## src/rtl/sensor_scheduler.sv

```systemverilog
// Round-robin scheduler for four sensor requesters sharing one UART link engine, with watchdog and retry.
// Define SCHED_AUTOPOLL_EN to autopoll sensor ids 0..POLL_LAST after POLL_INTERVAL idle cycles.
module sensor_scheduler #(
    parameter int TIMEOUT_CYCLES = 1000,
    parameter int MAX_RETRY      = 2,
    parameter int POLL_INTERVAL  = 5000,
    parameter int POLL_LAST      = 31
) (
    input  logic        clock_i,
    input  logic        reset_i,
    input  logic [3:0]  req_i,
    input  logic [31:0] req_sensor_i,
    output logic [3:0]  gnt_o,
    output logic [3:0]  resp_valid_o,
    output logic [7:0]  resp_data_o,
    output logic        resp_err_o,
    output logic        poll_valid_o,
    output logic        link_start_o,
    output logic [7:0]  link_sensor_o,
    input  logic        link_busy_i,
    input  logic        link_done_i,
    input  logic        link_ok_i,
    input  logic [7:0]  link_data_i
);
    localparam int WW = $clog2(TIMEOUT_CYCLES + 1);
    localparam int RW = $clog2(MAX_RETRY + 2);

    if (TIMEOUT_CYCLES < 1 || MAX_RETRY < 0 || POLL_INTERVAL < 1 || POLL_LAST < 0 || POLL_LAST > 255)
    begin : g_bad_params
        $error("sensor_scheduler: illegal parameter value");
    end

    typedef enum logic [1:0] {IDLE, ISSUE, WAIT, RESPOND} state_t;

    state_t        state_q, state_d;
    logic [1:0]    winner_q, winner_d;
    logic [1:0]    last_q, last_d;
    logic [7:0]    sensor_q, sensor_d;
    logic [7:0]    data_q, data_d;
    logic          err_q, err_d;
    logic [RW-1:0] retry_q, retry_d;
    logic [WW-1:0] wdog_q, wdog_d;
    logic          poll_active;

    logic [7:0] req_sensor_arr [4];
    for (genvar gi = 0; gi < 4; gi++) begin : g_sensor
        assign req_sensor_arr[gi] = req_sensor_i[8*gi +: 8];
    end

`ifdef SCHED_AUTOPOLL_EN
    localparam int IW = $clog2(POLL_INTERVAL + 1);
    logic          poll_q, poll_d;
    logic [IW-1:0] idle_q, idle_d;
    logic [7:0]    poll_id_q, poll_id_d;
    assign poll_active = poll_q;
`else
    assign poll_active = 1'b0;
`endif

    // Round-robin search starting one past the last served requester.
    logic       rr_found;
    logic [1:0] rr_winner;
    logic [1:0] rr_idx;
    always_comb begin
        rr_found  = 1'b0;
        rr_winner = last_q;
        rr_idx    = last_q;
        for (int i = 1; i <= 4; i++) begin
            rr_idx = last_q + 2'(i);
            if (!rr_found && req_i[rr_idx]) begin
                rr_found  = 1'b1;
                rr_winner = rr_idx;
            end
        end
    end

    always_comb begin
        state_d  = state_q;
        winner_d = winner_q;
        last_d   = last_q;
        sensor_d = sensor_q;
        data_d   = data_q;
        err_d    = err_q;
        retry_d  = retry_q;
        wdog_d   = wdog_q;
`ifdef SCHED_AUTOPOLL_EN
        poll_d    = poll_q;
        idle_d    = idle_q;
        poll_id_d = poll_id_q;
`endif
        case (state_q)
            IDLE: begin
`ifdef SCHED_AUTOPOLL_EN
                idle_d = idle_q + IW'(1);
`endif
                if (rr_found) begin
                    winner_d = rr_winner;
                    sensor_d = req_sensor_arr[rr_winner];
                    state_d  = ISSUE;
`ifdef SCHED_AUTOPOLL_EN
                    poll_d = 1'b0;
                    idle_d = '0;
                end else if (idle_q == IW'(POLL_INTERVAL - 1)) begin
                    poll_d    = 1'b1;
                    sensor_d  = poll_id_q;
                    poll_id_d = (poll_id_q == 8'(POLL_LAST)) ? 8'h00 : poll_id_q + 8'h01;
                    idle_d    = '0;
                    state_d   = ISSUE;
`endif
                end
            end
            ISSUE: begin
                if (!link_busy_i) begin
                    wdog_d  = '0;
                    state_d = WAIT;
                end
            end
            WAIT: begin
                wdog_d = wdog_q + WW'(1);
                // link_done wins over a coincident watchdog expiry.
                if (link_done_i && link_ok_i) begin
                    data_d  = link_data_i;
                    err_d   = 1'b0;
                    state_d = RESPOND;
                end else if (link_done_i || wdog_q == WW'(TIMEOUT_CYCLES - 1)) begin
                    if (retry_q < RW'(MAX_RETRY)) begin
                        retry_d = retry_q + RW'(1);
                        state_d = ISSUE;
                    end else begin
                        data_d  = 8'h00;
                        err_d   = 1'b1;
                        state_d = RESPOND;
                    end
                end
            end
            RESPOND: begin
                if (!poll_active) begin
                    last_d = winner_q;
                end
                retry_d = '0;
                state_d = IDLE;
            end
            default: state_d = IDLE;
        endcase
    end

    always_ff @(posedge clock_i) begin
        if (reset_i) begin
            state_q  <= IDLE;
            winner_q <= 2'd0;
            last_q   <= 2'd3;
            sensor_q <= 8'h00;
            data_q   <= 8'h00;
            err_q    <= 1'b0;
            retry_q  <= '0;
            wdog_q   <= '0;
`ifdef SCHED_AUTOPOLL_EN
            poll_q    <= 1'b0;
            idle_q    <= '0;
            poll_id_q <= 8'h00;
`endif
        end else begin
            state_q  <= state_d;
            winner_q <= winner_d;
            last_q   <= last_d;
            sensor_q <= sensor_d;
            data_q   <= data_d;
            err_q    <= err_d;
            retry_q  <= retry_d;
            wdog_q   <= wdog_d;
`ifdef SCHED_AUTOPOLL_EN
            poll_q    <= poll_d;
            idle_q    <= idle_d;
            poll_id_q <= poll_id_d;
`endif
        end
    end

    assign gnt_o         = (state_q != IDLE && !poll_active) ? (4'b0001 << winner_q) : 4'b0000;
    assign resp_valid_o  = (state_q == RESPOND && !poll_active) ? (4'b0001 << winner_q) : 4'b0000;
    assign poll_valid_o  = (state_q == RESPOND) && poll_active;
    assign link_start_o  = (state_q == ISSUE) && !link_busy_i;
    assign link_sensor_o = sensor_q;
    assign resp_data_o   = data_q;
    assign resp_err_o    = err_q;
endmodule

```

## config.mk

```make
export PLATFORM = sky130hd
export DESIGN_NAME = sensor_scheduler
export DESIGN_NICKNAME = d
export VERILOG_FILES = /design/src/rtl/sensor_scheduler.sv
export SDC_FILE = /design/constraint.sdc
export NUM_CORES = 1
export LEC_CHECK = 0
export ABC_AREA = 1
export CAP_MARGIN = 20
export CORE_UTILIZATION = 37
export DETAILED_ROUTE_END_ITERATION = 8
export HOLD_SLACK_MARGIN = 0.1
export PLACE_DENSITY_LB_ADDON = 0.1
export SLEW_MARGIN = 10
export SYNTH_ARGS = -nofsm -noshare
export SYNTH_HDL_FRONTEND = slang
export SYNTH_SLANG_ARGS = --single-unit
```

## constraint.sdc

```tcl
create_clock -name clock_i -period 1.75 [get_ports clock_i]
set_input_delay 0.2625 -clock clock_i [delete_from_list [all_inputs] [get_ports clock_i]]
set_output_delay 0.2625 -clock clock_i [all_outputs]
set_load 0.03 [all_outputs]
```

# Word level (Yosys, flattened, before mapping)
# Cells that the tools add are included.
dict set report classes {
  shift 1
  addsub 5
  magnitude_cmp 6
  eq_ne 11
  muxes 39
  bitwise 1
  n_reduce_logical 20
}
# cell n
set op_table {}
lappend op_table {{two-way mux 8 bit} 5}
lappend op_table {{two-way mux 2 bit} 12}
lappend op_table {{case mux 10 bit (2 select lines)} 1}
lappend op_table {{binary-select mux 8 bit (select 2 bit)} 1}
lappend op_table {{< comparator 2 x 3 -> 1 bit (second input constant)} 4}
lappend op_table {{!= test 2 bit (second input constant)} 6}
lappend op_table {{two-way mux 1 bit} 11}
lappend op_table {{adder 10 x 1 -> 10 bit (second input constant)} 1}
lappend op_table {{== test 10 bit (second input constant)} 1}
lappend op_table {{two-way mux 10 bit} 1}
lappend op_table {{binary-select mux 1 bit (select 2 bit)} 4}
lappend op_table {{two-way mux 4 bit} 2}
lappend op_table {{case mux 2 bit (4 select lines)} 1}
lappend op_table {{nonzero test 2 bit} 4}
lappend op_table {{AND reduction 3 bit} 2}
lappend op_table {{logical AND 1 bit} 5}
lappend op_table {{adder 2 x 1 -> 2 bit (second input constant)} 2}
lappend op_table {{adder 2 bit (second input constant)} 2}
lappend op_table {{== test 2 bit (second input constant)} 2}
lappend op_table {{zero test 1 bit} 4}
lappend op_table {{case mux 2 bit (2 select lines)} 1}
lappend op_table {{AND reduction 2 bit} 2}
lappend op_table {{AND reduction 4 bit} 1}
lappend op_table {{left shift 1 x 2 -> 4 bit (first input constant)} 1}
lappend op_table {{7 further kinds} 7}
dict set report word_totals {
  wordCells 91
  out_inout_bits 27
  in_bits 49
  ff_bits 35
}

# Depth between registers and ports, before layout
dict set report logic_depth {
  depth_word 17
  mapped_depth 16
  mapped_depth_nobuf 15
}

# Worst setup path before layout
# No wires, ideal clock.
dict set report synth_timing {
  path_type {register to register}
  from {register state_q[1]}
  to {register wdog_q[4]}
  setup_ns 0.119
  t_arrival_ns 1.467
  t_required_ns 1.631
  path_buffers 0
  path_stages_with_launch 8
  period_less_slack_ns 1.585
  setup_slack_ns 0.165
  path_cell_list {dfxtp_1 > inv_1 > nand2_1 > nor2_1 > inv_1 > nand2_1 > nor2_1 > o221a_2}
}
dict set report synth_between {
  elab_chain_cells 3
  word_cells_on_any_way 6
  cone_classes {eq/ne: 3; mux: 1; reduce/logical: 2}
}
# element line
set synth_lines {}
lappend synth_lines {{start, declared} 35} ;# state_t state_q, state_d;
lappend synth_lines {{start signal, assigned} 163} ;# state_q <= state_d;
lappend synth_lines {{== test 2 x 1 -> 1 bit / == test 2 bit (equally long branches)} 91} ;# case (state_q)
lappend synth_lines {{!= test 2 bit (no line) / nonzero test 2 bit (equally long branches)} --}
lappend synth_lines {{AND reduction 2 bit (no line)} --}
lappend synth_lines {{end signal, assigned} 170} ;# wdog_q <= wdog_d;
lappend synth_lines {{end, declared} 42} ;# logic [WW-1:0] wdog_q, wdog_d;
# Parallel ways exist; a longest one is shown, timed or not.
# A chain may end at the register's enable or synchronous reset.

# Worst setup path after layout
dict set report layout_timing {
  from {register last_q[0]}
  to {register sensor_q[4] (netlist: link_sensor_o[4])}
}
dict set report layout_between {
  elab_chain_cells 17
  word_cells_on_any_way 30
  cone_classes {add/sub: 3; mux: 19; bitwise: 1; reduce/logical: 7}
}
# element line
set layout_lines {}
lappend layout_lines {{start, declared} 37} ;# logic [1:0] last_q, last_d;
lappend layout_lines {{start signal, assigned} 165} ;# last_q <= last_d;
lappend layout_lines {{adder 2 x 1 -> 2 bit} 69} ;# rr_idx = last_q + 2'(i);
lappend layout_lines {{binary-select mux 1 bit (select 2 bit)} 70} ;# if (!rr_found && req_i[rr_idx]) begin
lappend layout_lines {{two-way mux 1 bit (not written as such)} 70}
lappend layout_lines {{two-way mux 1 bit} 70}
lappend layout_lines {{zero test 1 bit} 70}
lappend layout_lines {{logical AND 1 bit} 70}
lappend layout_lines {{two-way mux 1 bit} 70}
lappend layout_lines {{zero test 1 bit} 70}
lappend layout_lines {{logical AND 1 bit} 70}
lappend layout_lines {{two-way mux 1 bit} 70}
lappend layout_lines {{zero test 1 bit} 70}
lappend layout_lines {{logical AND 1 bit} 70}
lappend layout_lines {{two-way mux 2 bit} 70}
lappend layout_lines {{NOT 2 -> 3 bit (not written as such)} 98} ;# sensor_d = req_sensor_arr[rr_winner];
lappend layout_lines {{binary-select mux 8 bit (select 2 bit)} 98}
lappend layout_lines {{two-way mux 8 bit (not written as such) (2 in series)} 98}
lappend layout_lines {{end signal, assigned} 166} ;# sensor_q <= sensor_d;
lappend layout_lines {{end, declared} 38} ;# logic [7:0] sensor_q, sensor_d;
# Parallel ways exist; a longest one is shown, timed or not. The select of a mux whose other input is x is not followed.

==> results by group <==
Worst setup path
  – Setup crit end kind: register
  – Setup CP Type: reg -> reg
  – Crit path DAT: 1.96 ns
  – Req. time, crit path: 1.97 ns
  – Slowest CP cell: dfxtp_2
  – Max incr delay on CP: 0.33 ns
  – Worst path cell trace: buf_12, inv_16, nand2_4, nand2_4, nand2_4, nand2_4, nand2_8, nand2_2, nand2_2, nand2_2, nand2_4, buf_12, nand3_2, nand3_2, a21oi_2
  – Worst reg2reg path depth: 15
  – Crit start category: register
  – Worst Path Max Fanout: 8
  – Worst reg2reg startpoint: last_q[0]$_SDFFE_PP1P_
  – Most used cell, CP: nand2_4
  – R2R Path End: link_sensor_o[4]$_SDFFE_PP0P_
  – Reg2Reg Setup Slack: 0.01 ns

CTS
  – Root Buffer: clkbuf_8
  – CTS Buf Count: 5
  – Hold buffers post-CTS: 0
  – CTS Sinks: 35
  – H-tree depth: 2
  – Clock Pin Slew Worst Setup and Hold Paths: 0.07 ns
  – Max Root-Sink Buffers: 2
  – CTS tree: done
  – Clk_lat worst skew: 0.29 ns

Die
  – Core ar.: about 5600 sq um
  – Row count: 27
  – Ports: 76
  – Area of the die: 6136 sq um
  – Chip height: 78.33 um
  – Die Wd: 78.33 um
  – Initial Util: 0.3868

Placement
  – Final estimated routing congestion in global placement: around 0.8
  – Post-detail-place hpwl: around 4200 um
  – Post-Place Cells: 486
  – Buffers added on ports: 74

Run
  – Max-cap violations: 0

Outcome
  – Status: completed

STA
  – Final setup fails: 0
  – Final hold viol count: 0
  – Fmax: 575.2 MHz
  – Fin Setup TNS: 0 ns
  – Final clock skew: 0.006112 ns
  – Slew Limit Fails: 0
  – Period minus WS final: 1.739 ns
  – RSZ-0062 raised after global routing: yes
  – Hold WS: between 0.4 and 0.5 ns
  – Final period util: 0.9935

Detailed routing
  – First drt pass iteration count: 4
  – Initial DRC count: 65
  – Number of vias per cell: between 5 and 6
  – DRC Markers: 0
  – ANT nets after route: 0
  – Avg WL per Cell: between 10 and 15 um
  – DR vias: about 2500
  – Routed wire length: ~6200 um

Min path
  – Hold path cells: 2
  – Worst min-delay path class: reg -> reg
  – Worst Hold Path EP: resp_data_o[4]$_SDFFE_PP0P_
  – Hold_sp: resp_data_o[4]$_SDFFE_PP0P_

Global route
  – Initial antenna violation count: 0
  – Largest net degree at the start of global routing: 24
  – First-pass GRT wire length: 9418 um
  – Total global routing overflow: 0
  – Vias in the first global route: 2207
  – Global Route Usage Sum: 0.1891

Finish
  – FF+latch area: just over 700 sq um
  – Fillcell total: a little over 500
  – Layout area overhead: 62.16%
  – Final Util: 0.6272
  – Final Net Count: around 480
  – Area of the multi-input gates: 1493 sq um
  – Fraction of layout cells with a size suffix above 1: 0.2378
  – # diodes: 0
  – Non-Filler Instances: roughly 500

Yosys
  – Yosys warns: 0
  – Syn Inst Count: 335
  – Register area share after synthesis: 0.3250
  – Syn nets: 385
  – Mapped Area: 2156 sq um
  – Unique masters post-synth: 29
  – Number of synthesized register bits: 35
  – Post-Syn Area per Cell: 6.435 sq um

Power
  – Pwr/cell area: 1046 nW/um^2
  – Worst VDD drop: 0.6342 mV
  – Pleak: 1.535 nW
power by group:
group / internal, mW / total, mW / switching [mW]
sequential: 0.912 / 1.00 / 0.0888
combinational: 0.885 / 2.09 / 1.21
clock: 0.278 / 0.561 / 0.284
total: 2.07 / 3.66 / 1.58
Yosys cell counts, drive strengths merged:
master / number / share of area
ha: 1 / 0.0058
a221oi: 2 / 0.0081
and2: 1 / 0.0029
nor3: 8 / 0.019
a22oi: 2 / 0.0070
a21oi: 25 / 0.058
clkbuf: 3 / 0.0052
conb: 1 / 0.0017
inv: 42 / 0.078
nand2: 115 / 0.23
nand4: 4 / 0.012
and3: 1 / 0.0029
nor4: 1 / 0.0029
buf: 7 / 0.035
nor2: 22 / 0.042
o211ai: 2 / 0.0070
a211oi: 2 / 0.0070
nand3: 51 / 0.12
dfxtp: 35 / 0.33
o221a: 1 / 0.0052
o21ai: 9 / 0.021
area by class of cell:
| class | count | share of cell area |
|---|---|---|
| multi-input combinational | 250 | 0.4270 |
| timing repair buffer | 94 | 0.2670 |
| sequential | 35 | 0.2019 |
| inverter | 42 | 0.05404 |
| tap | 72 | 0.02577 |
| clock buffer | 6 | 0.02076 |
| clock inverter | 2 | 0.003579 |
cell families after synthesis:
logic type                 after synthesis  synth area share
and+or+nand+nor                        203            0.4365
buffers and inverters                   52            0.1178
AOI/OAI and AO/OA                       43            0.1132
DFF                                     35            0.3250
adders and majority gates                1          0.005803
other                                    1          0.001739
what timing repair did:
item                                    4_1_cts  5_1_grt
hold endpoints to repair                      0        0
pin swaps                                     1       35
gates resized for setup                       9       68
cloned                                        0        3
setup buffers                                 0        4
endpoints found under the setup margin       11       13
layout by cell type (no fill, tap or decap), types with 2 or more instances in the layout:
master and n:
nand2_1 85, clkdlybuf4s50_1 65, inv_1 35, nand3_1 33
dfxtp_1 33, a21oi_1 19, buf_4 19, nor2_1 17
nand2_4 17, nand3_2 16, nand2_2 10, o21ai_0 9
nor3_1 8, a21oi_2 6, nor2_2 5, clkbuf_8 5
dlygate4sd2_1 5, nand4_1 4, nand2_8 4, inv_4 3
nand3_4 3, buf_12 3, o211ai_1 2, inv_2 2
a22oi_1 2, a221oi_1 2, a211oi_1 2
flip-flops by register name (all words and copies together) (netlist names):
signal,flops
resp_data_o,8
state_q,2
wdog_q,10
retry_q,2
last_q,2
resp_err_o,1
link_sensor_o,8
winner_q,2
worst max-delay path: cells and delay by family (launching register included):
family                 cells  cell delay [ns]
AND/OR/NAND/NOR           11             0.83
buffers and inverters      3             0.36
flip-flops                 1             0.33
AO/OA/AOI/OAI              1             0.14
stage by stage:
stage	setup slack, ns	power [mW]	instance area (sq um)
6_report	0.01136	3.656	3496
5_1_grt	-0.04674	3.882	3496
4_1_cts	0.008725	3.263	3139
3_5_place_dp	-0.2273	2.685	3040
3_3_place_gp	-0.1876	2.671	3040
2_1_floorplan	0.1648	2.079	2156
how the worst max path moves through the flow:
stage | startpoint | to
after floorplan | state_q[1]$_SDFFE_PP0P_ | wdog_q[4]$_SDFFE_PP0P_
after global placement | req_i[2] | link_sensor_o[0]$_SDFFE_PP0P_
after detailed placement | req_i[3] | link_sensor_o[4]$_SDFFE_PP0P_
after CTS | last_q[0]$_SDFFE_PP1P_ | link_sensor_o[1]$_SDFFE_PP0P_
after global routing | last_q[0]$_SDFFE_PP1P_ | link_sensor_o[4]$_SDFFE_PP0P_
final | last_q[0]$_SDFFE_PP1P_ | link_sensor_o[4]$_SDFFE_PP0P_
routing by layer:
layer,vias to the layer above,routed length (um),track usage,share of wire
li1,1285,-,-,-
met5,-,0,0,0
met1,1141,2658,0.2239,0.43
met4,0,113,0.05000,0.018
met3,10,318,0.04535,0.051
met2,72,3151,0.3386,0.50
(Power assumes the default switching activity.)
